$ cat config.mk
export PLATFORM = sky130hd
export DESIGN_NAME = pipeline_skid_buffer
export DESIGN_NICKNAME = d
export VERILOG_FILES = /design/src/rtl/pipeline_skid_buffer_pkg.sv /design/src/rtl/pipeline_skid_buffer_skid_entry_reg.sv /design/src/rtl/pipeline_skid_buffer.sv
export SDC_FILE = /design/constraint.sdc
export NUM_CORES = 1
export LEC_CHECK = 0
export CAP_MARGIN = 40
export CORE_MARGIN = 5
export CORE_UTILIZATION = 35
export DETAILED_ROUTE_END_ITERATION = 10
export PLACE_DENSITY = 0.77
export SLEW_MARGIN = 10
export SYNTH_ARGS = -nofsm -noshare
export SYNTH_HDL_FRONTEND = slang
export SYNTH_SLANG_ARGS = --single-unit
$ cat constraint.sdc
create_clock -name clk -period 1.54 [get_ports clk]
set_clock_uncertainty 0.1 [all_clocks]
set_input_delay 0.231 -clock clk [delete_from_list [all_inputs] [get_ports clk]]
set_output_delay 0.231 -clock clk [all_outputs]
set_load 0.01 [all_outputs]
$ cat src/rtl/pipeline_skid_buffer_pkg.sv
// Shared types and constants for the pipeline skid buffer.
package pipeline_skid_buffer_pkg;

    // Occupancy of the two-entry buffer, in main-then-skid order.
    typedef enum logic [1:0] {
        EMPTY = 2'b00,
        BUSY  = 2'b01,
        FULL  = 2'b10
    } skid_state_t;

    localparam int unsigned DEFAULT_ENTRY_WIDTH = 4;

    // Occupancy from the two valid bits. The illegal main-empty/skid-held combination
    // reports FULL so the top can promote the stranded skid entry.
    function automatic skid_state_t state_of(input logic main_valid, input logic skid_valid);
        if (skid_valid) begin
            return FULL;
        end else if (main_valid) begin
            return BUSY;
        end
        return EMPTY;
    endfunction

endpackage

$ cat src/rtl/pipeline_skid_buffer_skid_entry_reg.sv
// One valid + data slot of the skid buffer.
// Priority: rst > init > clear > load > drop.
module skid_entry_reg
    import pipeline_skid_buffer_pkg::*;
#(
    parameter int unsigned ENTRY_WIDTH = DEFAULT_ENTRY_WIDTH
) (
    input  logic                   clk,
    input  logic                   rst,
    input  logic                   init,
    input  logic                   init_valid,
    input  logic [ENTRY_WIDTH-1:0] init_data,
    input  logic                   clear,
    input  logic                   load,
    input  logic [ENTRY_WIDTH-1:0] load_data,
    input  logic                   drop,
    output logic                   valid,
    output logic [ENTRY_WIDTH-1:0] data
);

    // Slot state: data only moves when the slot is (re)loaded, so a cleared or
    // dropped slot keeps its last payload.
    always_ff @(posedge clk) begin
        if (rst) begin
            valid <= 1'b0;
            data  <= '0;
        end else if (init) begin
            valid <= init_valid;
            data  <= init_data;
        end else if (clear) begin
            valid <= 1'b0;
        end else if (load) begin
            valid <= 1'b1;
            data  <= load_data;
        end else if (drop) begin
            valid <= 1'b0;
        end
    end

endmodule

$ cat src/rtl/pipeline_skid_buffer.sv
// Two-entry skid buffer: in_ready and out_valid/out_data come straight from registers,
// so no combinational path crosses the block in either direction.
module pipeline_skid_buffer
    import pipeline_skid_buffer_pkg::*;
#(
    parameter int unsigned ENTRY_WIDTH = DEFAULT_ENTRY_WIDTH
) (
    input  logic                   clk,
    input  logic                   rst_sH,
    input  logic                   flush,
    input  logic                   in_valid,
    input  logic [ENTRY_WIDTH-1:0] in_data,
    output logic                   in_ready,
    output logic                   out_valid,
    output logic [ENTRY_WIDTH-1:0] out_data,
    input  logic                   out_ready,
    input  logic                   init,
    input  logic                   init_main_valid,
    input  logic                   init_skid_valid,
    input  logic [ENTRY_WIDTH-1:0] init_main_data,
    input  logic [ENTRY_WIDTH-1:0] init_skid_data,
    output logic                   current_main_valid,
    output logic                   current_skid_valid,
    output logic [ENTRY_WIDTH-1:0] current_main_data,
    output logic [ENTRY_WIDTH-1:0] current_skid_data
);

    logic                   main_valid;
    logic                   skid_valid;
    logic [ENTRY_WIDTH-1:0] main_data;
    logic [ENTRY_WIDTH-1:0] skid_data;

    logic                   in_fire;
    logic                   out_fire;
    skid_state_t            state;

    logic                   main_load;
    logic [ENTRY_WIDTH-1:0] main_load_data;
    logic                   main_drop;
    logic                   skid_load;
    logic                   skid_drop;

    assign in_ready  = ~skid_valid;
    assign out_valid = main_valid;
    assign out_data  = main_data;

    assign in_fire  = in_valid & in_ready;
    assign out_fire = out_valid & out_ready;
    assign state    = state_of(main_valid, skid_valid);

    assign current_main_valid = main_valid;
    assign current_skid_valid = skid_valid;
    assign current_main_data  = main_data;
    assign current_skid_data  = skid_data;

    // Handshake-driven slot moves for each occupancy state.
    always_comb begin
        main_load      = 1'b0;
        main_load_data = in_data;
        main_drop      = 1'b0;
        skid_load      = 1'b0;
        skid_drop      = 1'b0;
        case (state)
            EMPTY: begin
                main_load = in_fire;
            end
            BUSY: begin
                if (in_fire) begin
                    if (out_fire) begin
                        main_load = 1'b1;
                    end else begin
                        skid_load = 1'b1;
                    end
                end else if (out_fire) begin
                    main_drop = 1'b1;
                end
            end
            FULL: begin
                // An empty main with a held skid (only reachable via init) is
                // treated like a drained main so the entry is not stranded.
                if (out_fire || !main_valid) begin
                    main_load      = 1'b1;
                    main_load_data = skid_data;
                    skid_drop      = 1'b1;
                end
            end
            default: begin
                main_load = 1'b0;
            end
        endcase
    end

    skid_entry_reg #(
        .ENTRY_WIDTH(ENTRY_WIDTH)
    ) u_main (
        .clk        (clk),
        .rst        (rst_sH),
        .init       (init),
        .init_valid (init_main_valid),
        .init_data  (init_main_data),
        .clear      (flush),
        .load       (main_load),
        .load_data  (main_load_data),
        .drop       (main_drop),
        .valid      (main_valid),
        .data       (main_data)
    );

    skid_entry_reg #(
        .ENTRY_WIDTH(ENTRY_WIDTH)
    ) u_skid (
        .clk        (clk),
        .rst        (rst_sH),
        .init       (init),
        .init_valid (init_skid_valid),
        .init_data  (init_skid_data),
        .clear      (flush),
        .load       (skid_load),
        .load_data  (in_data),
        .drop       (skid_drop),
        .valid      (skid_valid),
        .data       (skid_data)
    );

endmodule

==> flow_summary.json <==
{
  "die_x_um": 50.9,
  "finish.utilization": 0.644,
  "design_area_sq_um": 993,
  "dp_hpwl_um": 1300,
  "viasPerCell": 5.27,
  "yosys_register_bits": 10,
  "syn_avg_cell_area_sq_um": 8.85,
  "floorplan.io_pins": 36,
  "grt_setup_unrepaired": "false",
  "main_combinational_cell_family_by_area_after_synthesis": "simple AND/OR/NAND/NOR gates",
  "critical_path_required_ns": 1.21,
  "worst_setup_path_start_kind": "flip-flop",
  "die_height_um": 50.9,
  "route.vias.total": 611,
  "critical-path-top-delay-family": "buffers and inverters",
  "holdPathEnd": "u_main.valid",
  "drt_wl_total_um": 1640,
  "power.density_cell_area_mw_per_mm2": 678,
  "worstPathArrival_ns": 1.15,
  "max_stage_delay_ns": 0.54,
  "n_antenna_cell": 0,
  "final-seq-area_sq_um": 204,
  "layout_min_cycle_time_ns": 1.48,
  "cpMaxStageDelayCell": "sky130_fd_sc_hd__clkdlybuf4s50_1",
  "yosys_warnings": 0,
  "die_area_sq_mm": 0.00259,
  "via_count_of_the_first_global_routing_pass": 600,
  "holdPathStages": 4,
  "relSlewSlack": 0.739,
  "post_route_antenna_net_violation_count": 0,
  "drt_first_iter_violations": 6,
  "critical_path_class": "flip-flop to primary output",
  "max_slew_violation_count": 0,
  "fillerInstances": 140,
  "dpl_cell_area_sq_um": 935,
  "worst_setup_hold_path_clk_slew_ns": 0.07,
  "cts.sink_count": 10,
  "synthToLayoutAreaGrowth_pct": 70.0,
  "holdCritPathClass": "input port to flip-flop",
  "reg_to_reg_slack_setup_ns": 0.15,
  "timing.final.crit_share": 0.964,
  "yosys-mux-area-fraction": 0.0685,
  "cts_hold_repair.buffers": 0,
  "worstPathMaxFanout": 3,
  "cts.path.max_buffers": 2,
  "fin_nets": 122,
  "wl_per_cell_um": 14.2,
  "dr.pass1.iters": 4,
  "grt_start_max_net_pins": 13,
  "groute.usage.overall": 0.131,
  "clock.fmax_mhz": 674,
  "cts_made_buffers": 3,
  "synth-xor-area-share": 0,
  "reg2regPathDepth": 5,
  "adder_and_majority_cell_fraction_of_the_synthesized_area": 0,
  "synth_area_sq_um": 584,
  "reg2reg_from": "u_main.valid",
  "clock_tree_from_tritoncts": "built",
  "synth.yosys.seq_area_share": 0.343,
  "floorplan.initialDensity": 0.379,
  "place.gp.congestion": 0.804,
  "cts_root_buffer": "sky130_fd_sc_hd__clkbuf_4",
  "multi_input_comb_area_sq_um": 327,
  "synth_simple_gate_area_share": 0.246,
  "grt_overflow_total": 0,
  "worst_pin_slew_ns": 0.391,
  "clk-insertion-delay-late_ns": 0.27,
  "grt_pass1_wl_um": 2580,
  "synth_top_area_share": 0.343,
  "vdd_drop_max_mv": 0.506,
  "synthDistinctLibCells": 19,
  "outcome": "completed",
  "power.leakage_nw": 0.511,
  "post-synth-top-area-cell": "sky130_fd_sc_hd__dfxtp_1",
  "post_syn_instances": 66,
  "postSynthNetCount": 86,
  "worst_setup_end_kind": "primary output",
  "r2r_end": "u_skid.data[2]",
  "core_sq_mm": 0.00154,
  "hp-start": "flush",
  "timing.final.setup_violations": 0,
  "post_synth_main_area_contributors": "sky130_fd_sc_hd__dfxtp_1 (34%), sky130_fd_sc_hd__a211oi_1 (12%), sky130_fd_sc_hd__nor2_1 (7.1%)",
  "drv_cap": 0,
  "synth-compound-area-share": 0.218,
  "remaining_drc_errors": 0,
  "htree_levels": 1,
  "number_of_hold_slack_violations_in_the_final_timing_report": 0,
  "postCtsSetupRepairBufs": 0,
  "worstPathCellList": "clkdlybuf4s50_1",
  "placement_rows": 14,
  "port-buffer-count": 35,
  "cp.buffers_inverters": 1,
  "share_of_cells_above_drive_strength_1": 0.150,
  "grt_antenna_before_repair": 0
}
[worst max path at each step]
stage	start	endpoint	slack, ns	cells past startpoint
6_report	u_main.data[2]	out_data[2]	0.06	1
5_1_grt	u_main.data[3]	out_data[3]	0.002	1
4_1_cts	u_skid.data[2]	current_skid_data[2]	0.01	1
3_5_place_dp	flush	u_main.data[0]	-0.22	5
3_3_place_gp	out_ready	u_skid.data[0]	-0.18	6
2_1_floorplan	u_main.valid	u_skid.data[0]	0.07	5
[cell type report]
cell class | instances | area share
repair buffers | 41 | 0.416
multi-input cells | 44 | 0.329
flip-flops and latches | 10 | 0.205
clock buffers | 3 | 0.0227
well taps | 16 | 0.0202
inverters | 2 | 0.00756
[metal layers]
metal / up-vias / part of all wire / wire, um / GRT usage
met5: - / 0 / 0 / 0
met4: 0 / 0.0073 / 12 / 0.0766
met3: 2 / 0.059 / 97 / 0.0320
met2: 19 / 0.53 / 879 / 0.231
met1: 285 / 0.40 / 653 / 0.139
li1: 305 / - / - / -
[worst register-to-register path, stage by stage (launching register included)]
cell	delay, ns
sky130_fd_sc_hd__dfxtp_1	0.38
sky130_fd_sc_hd__nand2b_4	0.10
sky130_fd_sc_hd__nor4b_4	0.21
sky130_fd_sc_hd__buf_4	0.18
sky130_fd_sc_hd__mux2i_1	0.20
sky130_fd_sc_hd__a211oi_1	0.10
[sequential cells by signal, summed over array words and instances (netlist names)]
signal / count
u_skid.data: 4
u_main.data: 4
u_main.valid: 1
u_skid.valid: 1
[per-stage QoR]
stage	cells	setup WS [ns]	TNS (ns)	total power, W	hold slack [ns]
finish	116	0.0559	0	0.000674	0.319
global route	116	0.00231	0	0.000722	0.388
CTS	116	0.0142	0	0.000683	0.408
detailed placement	113	-0.218	-1.54	0.000504	0.395
global placement	113	-0.180	-1.23	0.000500	0.381
floorplan	66	0.0706	0	0.000386	0.233
[cells in the final DEF (no fill, tap or decap)]
cell / instances
sky130_fd_sc_hd__dlygate4sd2_1: 4
sky130_fd_sc_hd__clkdlybuf4s50_1: 22
sky130_fd_sc_hd__a21oi_1: 3
sky130_fd_sc_hd__a211oi_1: 9
sky130_fd_sc_hd__dfxtp_4: 1
sky130_fd_sc_hd__o21ba_2: 1
sky130_fd_sc_hd__nand3b_1: 4
sky130_fd_sc_hd__nor4_1: 1
sky130_fd_sc_hd__o41ai_2: 2
sky130_fd_sc_hd__dlymetal6s2s_1: 9
sky130_fd_sc_hd__dfxtp_1: 9
sky130_fd_sc_hd__buf_4: 6
sky130_fd_sc_hd__nand2_1: 1
sky130_fd_sc_hd__o41ai_1: 2
sky130_fd_sc_hd__mux2i_1: 4
sky130_fd_sc_hd__nor2_1: 11
sky130_fd_sc_hd__inv_1: 2
sky130_fd_sc_hd__nand2b_4: 1
sky130_fd_sc_hd__clkbuf_4: 3
sky130_fd_sc_hd__nor4b_4: 1
sky130_fd_sc_hd__and3_1: 4
[what timing repair did]
action                     4_1_cts  5_1_grt
pin swaps                        0        0
gates resized for setup          6       11
setup endpoints to repair        4       12
cloned                           0        0
[logic make-up (layout without fill, tap and decap cells)]
logic type,count (synthesis),after routing
compound gates,17,17
buf+inv,12,46
flops,10,10
mux,4,4
simple gates,23,23
[synthesized netlist by cell type]
| master | count |
|---|---|
| sky130_fd_sc_hd__a211oi_1 | 9 |
| sky130_fd_sc_hd__o41ai_1 | 4 |
| sky130_fd_sc_hd__buf_6 | 1 |
| sky130_fd_sc_hd__inv_1 | 2 |
| sky130_fd_sc_hd__nand2_1 | 1 |
| sky130_fd_sc_hd__nor4_1 | 1 |
| sky130_fd_sc_hd__clkbuf_1 | 2 |
| sky130_fd_sc_hd__o21ba_2 | 1 |
| sky130_fd_sc_hd__buf_1 | 1 |
| sky130_fd_sc_hd__buf_2 | 1 |
| sky130_fd_sc_hd__nor2_1 | 11 |
| sky130_fd_sc_hd__buf_4 | 5 |
| sky130_fd_sc_hd__nand2b_4 | 1 |
| sky130_fd_sc_hd__and3_1 | 4 |
| sky130_fd_sc_hd__mux2i_1 | 4 |
| sky130_fd_sc_hd__dfxtp_1 | 10 |
| sky130_fd_sc_hd__nor4b_4 | 1 |
| sky130_fd_sc_hd__a21oi_1 | 3 |
| sky130_fd_sc_hd__nand3b_1 | 4 |
[where the power goes]
group	switching (W)	leakage (nW)	internal (W)
sequential	0.0000155	0.0836	0.000277
combinational	0.0000782	0.413	0.000121
clock	0.0000917	0.0138	0.0000903
Power figures use the tool's default switching activity.
